==> src/rtl/ringbuf_readout_sched.sv <==
`default_nettype none
// ============================================================================
// Module : ringbuf_readout_sched
// Brief  : Moves one triggered event from the channel FIFOs into the ring
//          buffer, one word per cycle, in sample/chip/channel order.
// Rev    : 1.0  initial release
// ============================================================================
module ringbuf_readout_sched #(
  parameter int NCHIP = 6,
  parameter int NCHAN = 16,
  parameter int BLK   = 96
) (
  input  logic        CLK,
  input  logic        RST,
  input  logic        JTAG_MODE,
  input  logic [6:0]  SAMP_MAX,
  input  logic        RDY,
  input  logic [11:0] RB_FREE,
  output logic        RE,
  output logic [2:0]  CHIP,
  output logic [3:0]  CHAN,
  output logic [6:0]  SAMP,
  output logic        WREN,
  output logic        SOE,
  output logic        EOE,
  output logic        BUSY,
  output logic        ABORT,
  output logic [15:0] EVT_CNT
);

  localparam logic [2:0]  c_chip_last = 3'(NCHIP - 1);
  localparam logic [3:0]  c_chan_last = 4'(NCHAN - 1);
  localparam logic [11:0] c_blk       = 12'(BLK);

  typedef enum logic [1:0] {
    IDLE  = 2'd0,
    CHECK = 2'd1,
    XFER  = 2'd2,
    DONE  = 2'd3
  } state_t;

  state_t      r_state;
  logic [2:0]  r_chip;
  logic [3:0]  r_chan;
  logic [6:0]  r_samp;
  logic [6:0]  r_samp_max_l;
  logic        r_wren;
  logic        r_soe;
  logic        r_eoe;
  logic        r_abort;
  logic [15:0] r_evt_cnt;

  logic w_re;
  logic w_last_word;

  // JTAG takeover must silence the FIFO read in the very cycle it is seen.
  assign w_re        = (r_state == XFER) && !JTAG_MODE;
  assign w_last_word = (r_chip == c_chip_last) && (r_chan == c_chan_last);

  always_ff @(posedge CLK) begin
    if (RST) begin
      r_state      <= IDLE;
      r_chip       <= 3'd0;
      r_chan       <= 4'd0;
      r_samp       <= 7'd0;
      r_samp_max_l <= 7'd0;
      r_wren       <= 1'b0;
      r_soe        <= 1'b0;
      r_eoe        <= 1'b0;
      r_abort      <= 1'b0;
      r_evt_cnt    <= 16'd0;
    end else begin
      // Write side trails the read strobe by the FIFO read latency.
      r_wren  <= w_re;
      r_soe   <= w_re && (r_samp == 7'd0) && (r_chip == 3'd0) && (r_chan == 4'd0);
      r_eoe   <= w_re && w_last_word && (r_samp == r_samp_max_l);
      r_abort <= 1'b0;

      case (r_state)
        IDLE: begin
          if (RDY && !JTAG_MODE) begin
            r_samp_max_l <= SAMP_MAX;
            r_chip       <= 3'd0;
            r_chan       <= 4'd0;
            r_samp       <= 7'd0;
            r_state      <= CHECK;
          end
        end

        CHECK: begin
          if (JTAG_MODE) begin
            r_state <= IDLE;
            r_chip  <= 3'd0;
            r_chan  <= 4'd0;
            r_samp  <= 7'd0;
            r_abort <= 1'b1;
          end else if (RB_FREE >= c_blk) begin
            r_state <= XFER;
          end
        end

        XFER: begin
          if (JTAG_MODE) begin
            r_state <= IDLE;
            r_chip  <= 3'd0;
            r_chan  <= 4'd0;
            r_samp  <= 7'd0;
            r_abort <= 1'b1;
          end else if (w_last_word) begin
            r_chip <= 3'd0;
            r_chan <= 4'd0;
            if (r_samp == r_samp_max_l) begin
              r_state <= DONE;
            end else begin
              r_samp  <= r_samp + 7'd1;
              r_state <= CHECK;
            end
          end else if (r_chan == c_chan_last) begin
            r_chan <= 4'd0;
            r_chip <= r_chip + 3'd1;
          end else begin
            r_chan <= r_chan + 4'd1;
          end
        end

        DONE: begin
          // All words were already read, so a late JTAG request still counts it.
          r_evt_cnt <= r_evt_cnt + 16'd1;
          r_chip    <= 3'd0;
          r_chan    <= 4'd0;
          r_samp    <= 7'd0;
          r_state   <= IDLE;
        end

        default: r_state <= IDLE;
      endcase
    end
  end

  assign RE      = w_re;
  assign CHIP    = r_chip;
  assign CHAN    = r_chan;
  assign SAMP    = r_samp;
  assign WREN    = r_wren;
  assign SOE     = r_soe;
  assign EOE     = r_eoe;
  assign BUSY    = (r_state != IDLE);
  assign ABORT   = r_abort;
  assign EVT_CNT = r_evt_cnt;

endmodule
`default_nettype wire

==> config.mk <==
export PLATFORM = sky130hd
export DESIGN_NAME = ringbuf_readout_sched
export DESIGN_NICKNAME = d
export VERILOG_FILES = /design/src/rtl/ringbuf_readout_sched.sv
export SDC_FILE = /design/constraint.sdc
export NUM_CORES = 1
export LEC_CHECK = 0
export ABC_AREA = 1
export ABC_CLOCK_PERIOD_IN_PS = 2100
export CAP_MARGIN = 20
export CORE_ASPECT_RATIO = 0.5
export CORE_MARGIN = 5
export CORE_UTILIZATION = 40
export CTS_BUF_LIST = sky130_fd_sc_hd__clkbuf_8
export DETAILED_ROUTE_END_ITERATION = 10
export GPL_ROUTABILITY_DRIVEN = 0
export PLACE_DENSITY = 0.67
export SLEW_MARGIN = 5
export SYNTH_ARGS = -nofsm -noshare
export SYNTH_HDL_FRONTEND = slang
export SYNTH_SLANG_ARGS = --single-unit
==> constraint.sdc <==
create_clock -name CLK -period 2.1 [get_ports CLK]
set_clock_uncertainty 0.2 [all_clocks]
set_input_delay 0.42 -clock CLK [delete_from_list [all_inputs] [get_ports CLK]]
set_output_delay 0.42 -clock CLK [all_outputs]
set_load 0.01 [all_outputs]
==> results by group <==
Outcome
  • Status: complete, no violations

STA
  • Final setup viols: 0
  • Worst Max-Slew Pin Slew: 0.361 ns
  • Post-route minimum period: 2.03 ns
  • FMAX: 494 MHz
  • Final Cycle Share: 0.964
  • Relative slew slack: 0.758
  • Final Hold Viols: 0
  • Slew Viols, Final: 0
  • Final hold slack: 0.227 ns

Power and ir drop
  • Total power: 3.06 mW
  • Pleak: around 1.4 nW
  • Maximum vdd ir drop: 0.422 mV
  • Power Density: 946 mW/mm^2

Place
  • Placed inst area: 0.00310 mm^2
  • Port bufs: 53
  • Detail Placement HPWL: between 4000 and 5000 um
  • Placed Cells: 474

Clock tree
  • Worst skew pair latency: roughly 0.3 ns
  • Root buffer cell: clkbuf_8
  • Clock Tree Buf Depth: 2
  • CTS buffer count: 5
  • Clock transition at path regs: about 0.080 ns
  • CTS tree: built
  • Hold-fix buffers, CTS: 0
  • CTS Sinks: 43
  • H-tree lvl count: 2

Synthesis
  • Synth Area in Simple Gates: 0.358
  • Synth Instances: approximately 340
  • Post-Syn Nets: 373
  • Combinational family with the most area after synthesis: simple AND/OR/NAND/NOR gates
  • Adder-cell share of the synthesized area: 0.0632
  • Synth unique cells: 36
  • Top-area cell type share of the netlist area: 0.362
  • Post-synth EDFFs: 0
  • Largest cells by area after synthesis: dfxtp_1 (36%), nand2_1 (12%), inv_1 (8.2%)
  • FFs w/ async S/R, synth: 0
  • Synth area leader: dfxtp_1
  • Sequential share of the synthesized area: 0.362
  • Seq cells post-synth: 43
  • Mux share of post-synthesis cell area: 0
  • Synthesized area: 0.00237 mm^2
  • Avg Cell Area, Syn: 7.03 um^2
  • Top FF cell, synth: dfxtp_1
  • Compound-gate portion of the synthesized area: 0.109
  • XOR/XNOR share of the synthesized area: 0.00738
  • Synth Warn #: 0

Worst hold path
  • Hold Path Cell Cnt: 3
  • Hold Path Class: in2reg

Floorplanning
  • Die H: ~64 um
  • Ports: roughly 60
  • Die Wd: about 120 um
  • Effective utilization at floorplan: 0.423
  • Row count: 19
  • Core ar.: approximately 0.0056 mm^2
  • Die area: 0.00767 mm^2

Critical path
  • CP required: approximately 1.5 ns
  • Crit path kind: reg2out
  • Top delay family on crit path: buffers and inverters
  • Crit. path cell count: 1
  • CP Capture Type: primary output
  • WP data arrival: 1.41 ns
  • Worst Path Max Fanout: 8
  • Max incr delay on CP: 0.60 ns
  • Cell at the slowest stage of the critical path: clkdlybuf4s50_1
  • Startpoint type of the worst setup path: flop
  • Buf+Inv Stages, Crit Path: 1
  • Reg2Reg Depth: 11
  • Cell Chain, Critical Path: clkdlybuf4s50_1

Finish
  • Share of cells above drive strength 1: 0.124
  • Most common cell after layout, fill and taps aside: nand2_1
  • Fillers: 542
  • Synth-to-layout area growth: 36.2%
  • Post-route cell area: about 0.0032 mm^2
  • Finished Layout Cells: 484
  • Post-layout util: 0.577
  • Final #Nets: 445
  • Antenna cells: 0
  • Commonest cells after routing, fill and taps aside: nand2_1 (78), inv_1 (52), clkdlybuf4s50_1 (50), dfxtp_1 (42), nor2_1 (32)

Detailed routing
  • 1st-iter DRT viols: 106
  • Routed length per instance: 12.3 um
  • Pre-antenna DRT Iters: 4
  • DR vias/cell: 4.87
  • Final wirelength: slightly below 6000 um
  • Remaining DRCs: 0
  • Via count: 2359
  • DRT antenna net count: 0

Global route
  • Met3 usage: 0.0417
  • GRT met1 Usage: 0.206
  • Grt peak-use layer: met2
  • First-pass GRT wire length: 9980 um
  • Met2 Use GR: 0.263
  • Number of global-route vias before repair: 2169
  • Largest net degree at the start of global routing: 15
  • Tot GR Track Use: 0.159
  • Initial antenna violation count: 0
  • GRT overflow: 0

Run
  • Max-capacitance violation count: 0
[timing repair]
action / CTS / global route
pin swaps: 0 / 1
endpoints found under the setup margin: 2 / 7
resized for setup: 2 / 3
buffers inserted: 0 / 2
[report_power, final]
part / internal (mW) / switching (mW)
Sequential: 0.934 / 0.126
Clock: 0.385 / 0.295
Combinational: 0.604 / 0.719
[cells by family after synthesis]
family,count (synthesis)
AOI/OAI and AO/OA,47
and+or+nand+nor,173
xor gates and xnor gates,2
adders and majority gates,12
DFF,43
buffers and inverters,61
[state kept, by name, summed over array words and instances, names as in the netlist]
signal	count
r_state	2
EOE	1
CHAN	4
EVT_CNT	16
ABORT	1
CHIP	3
r_samp_max_l	7
SAMP	7
SOE	1
WREN	1
[final cells by class]
| cell class | count | area [um^2] | share of cell area |
|---|---|---|---|
| flip-flops and latches | 43 | 862 | 0.266 |
| well taps | 73 | 91.3 | 0.0282 |
| repair buffers | 71 | 678 | 0.210 |
| clock inverters | 2 | 35.0 | 0.0108 |
| inverters | 55 | 209 | 0.0646 |
| clock buffers | 6 | 82.6 | 0.0255 |
| multi-input cells | 234 | 1280 | 0.395 |
[routing by layer]
metal	vias up	routed length, um
li1	1225	-
met1	1083	2850
met2	47	2750
met3	4	292
met4	0	44
met5	-	0
[through the flow]
| step | TNS (ns) | setup WS, ns |
|---|---|---|
| 6_report | 0 | 0.0749 |
| 5_1_grt | -0.00267 | -0.00267 |
| 4_1_cts | 0 | 0.000322 |
| 3_5_place_dp | -1.65 | -0.158 |
| 3_3_place_gp | -1.19 | -0.154 |
| 2_1_floorplan | 0 | 0.400 |
[final timing paths]
check	startpoint	to	slack, ns
setup / recovery	SAMP[0]$_SDFFE_PP0P_	SAMP[0]	0.07
hold / removal	JTAG_MODE	ABORT$_SDFF_PP0_	0.23
setup reg to reg	r_state[0]$_SDFFE_PP0P_	SAMP[4]$_SDFFE_PP0P_	0.20
hold reg to reg	r_samp_max_l[1]$_SDFFE_PP0P_	r_samp_max_l[1]$_SDFFE_PP0P_	0.28
[synthesized netlist by cell type, types with 2 or more instances]
| library cell | instances |
|---|---|
| a21oi_1 | 25 |
| buf_4 | 2 |
| clkbuf_1 | 4 |
| clkinv_1 | 2 |
| dfxtp_1 | 43 |
| ha_1 | 12 |
| inv_1 | 52 |
| nand2_1 | 78 |
| nand2_2 | 5 |
| nand2_4 | 2 |
| nand3_1 | 18 |
| nand4_1 | 16 |
| nor2_1 | 32 |
| nor2_2 | 3 |
| nor2_4 | 3 |
| nor3_1 | 6 |
| nor3_2 | 2 |
| o21ai_0 | 15 |
(Power assumes the default switching activity.)
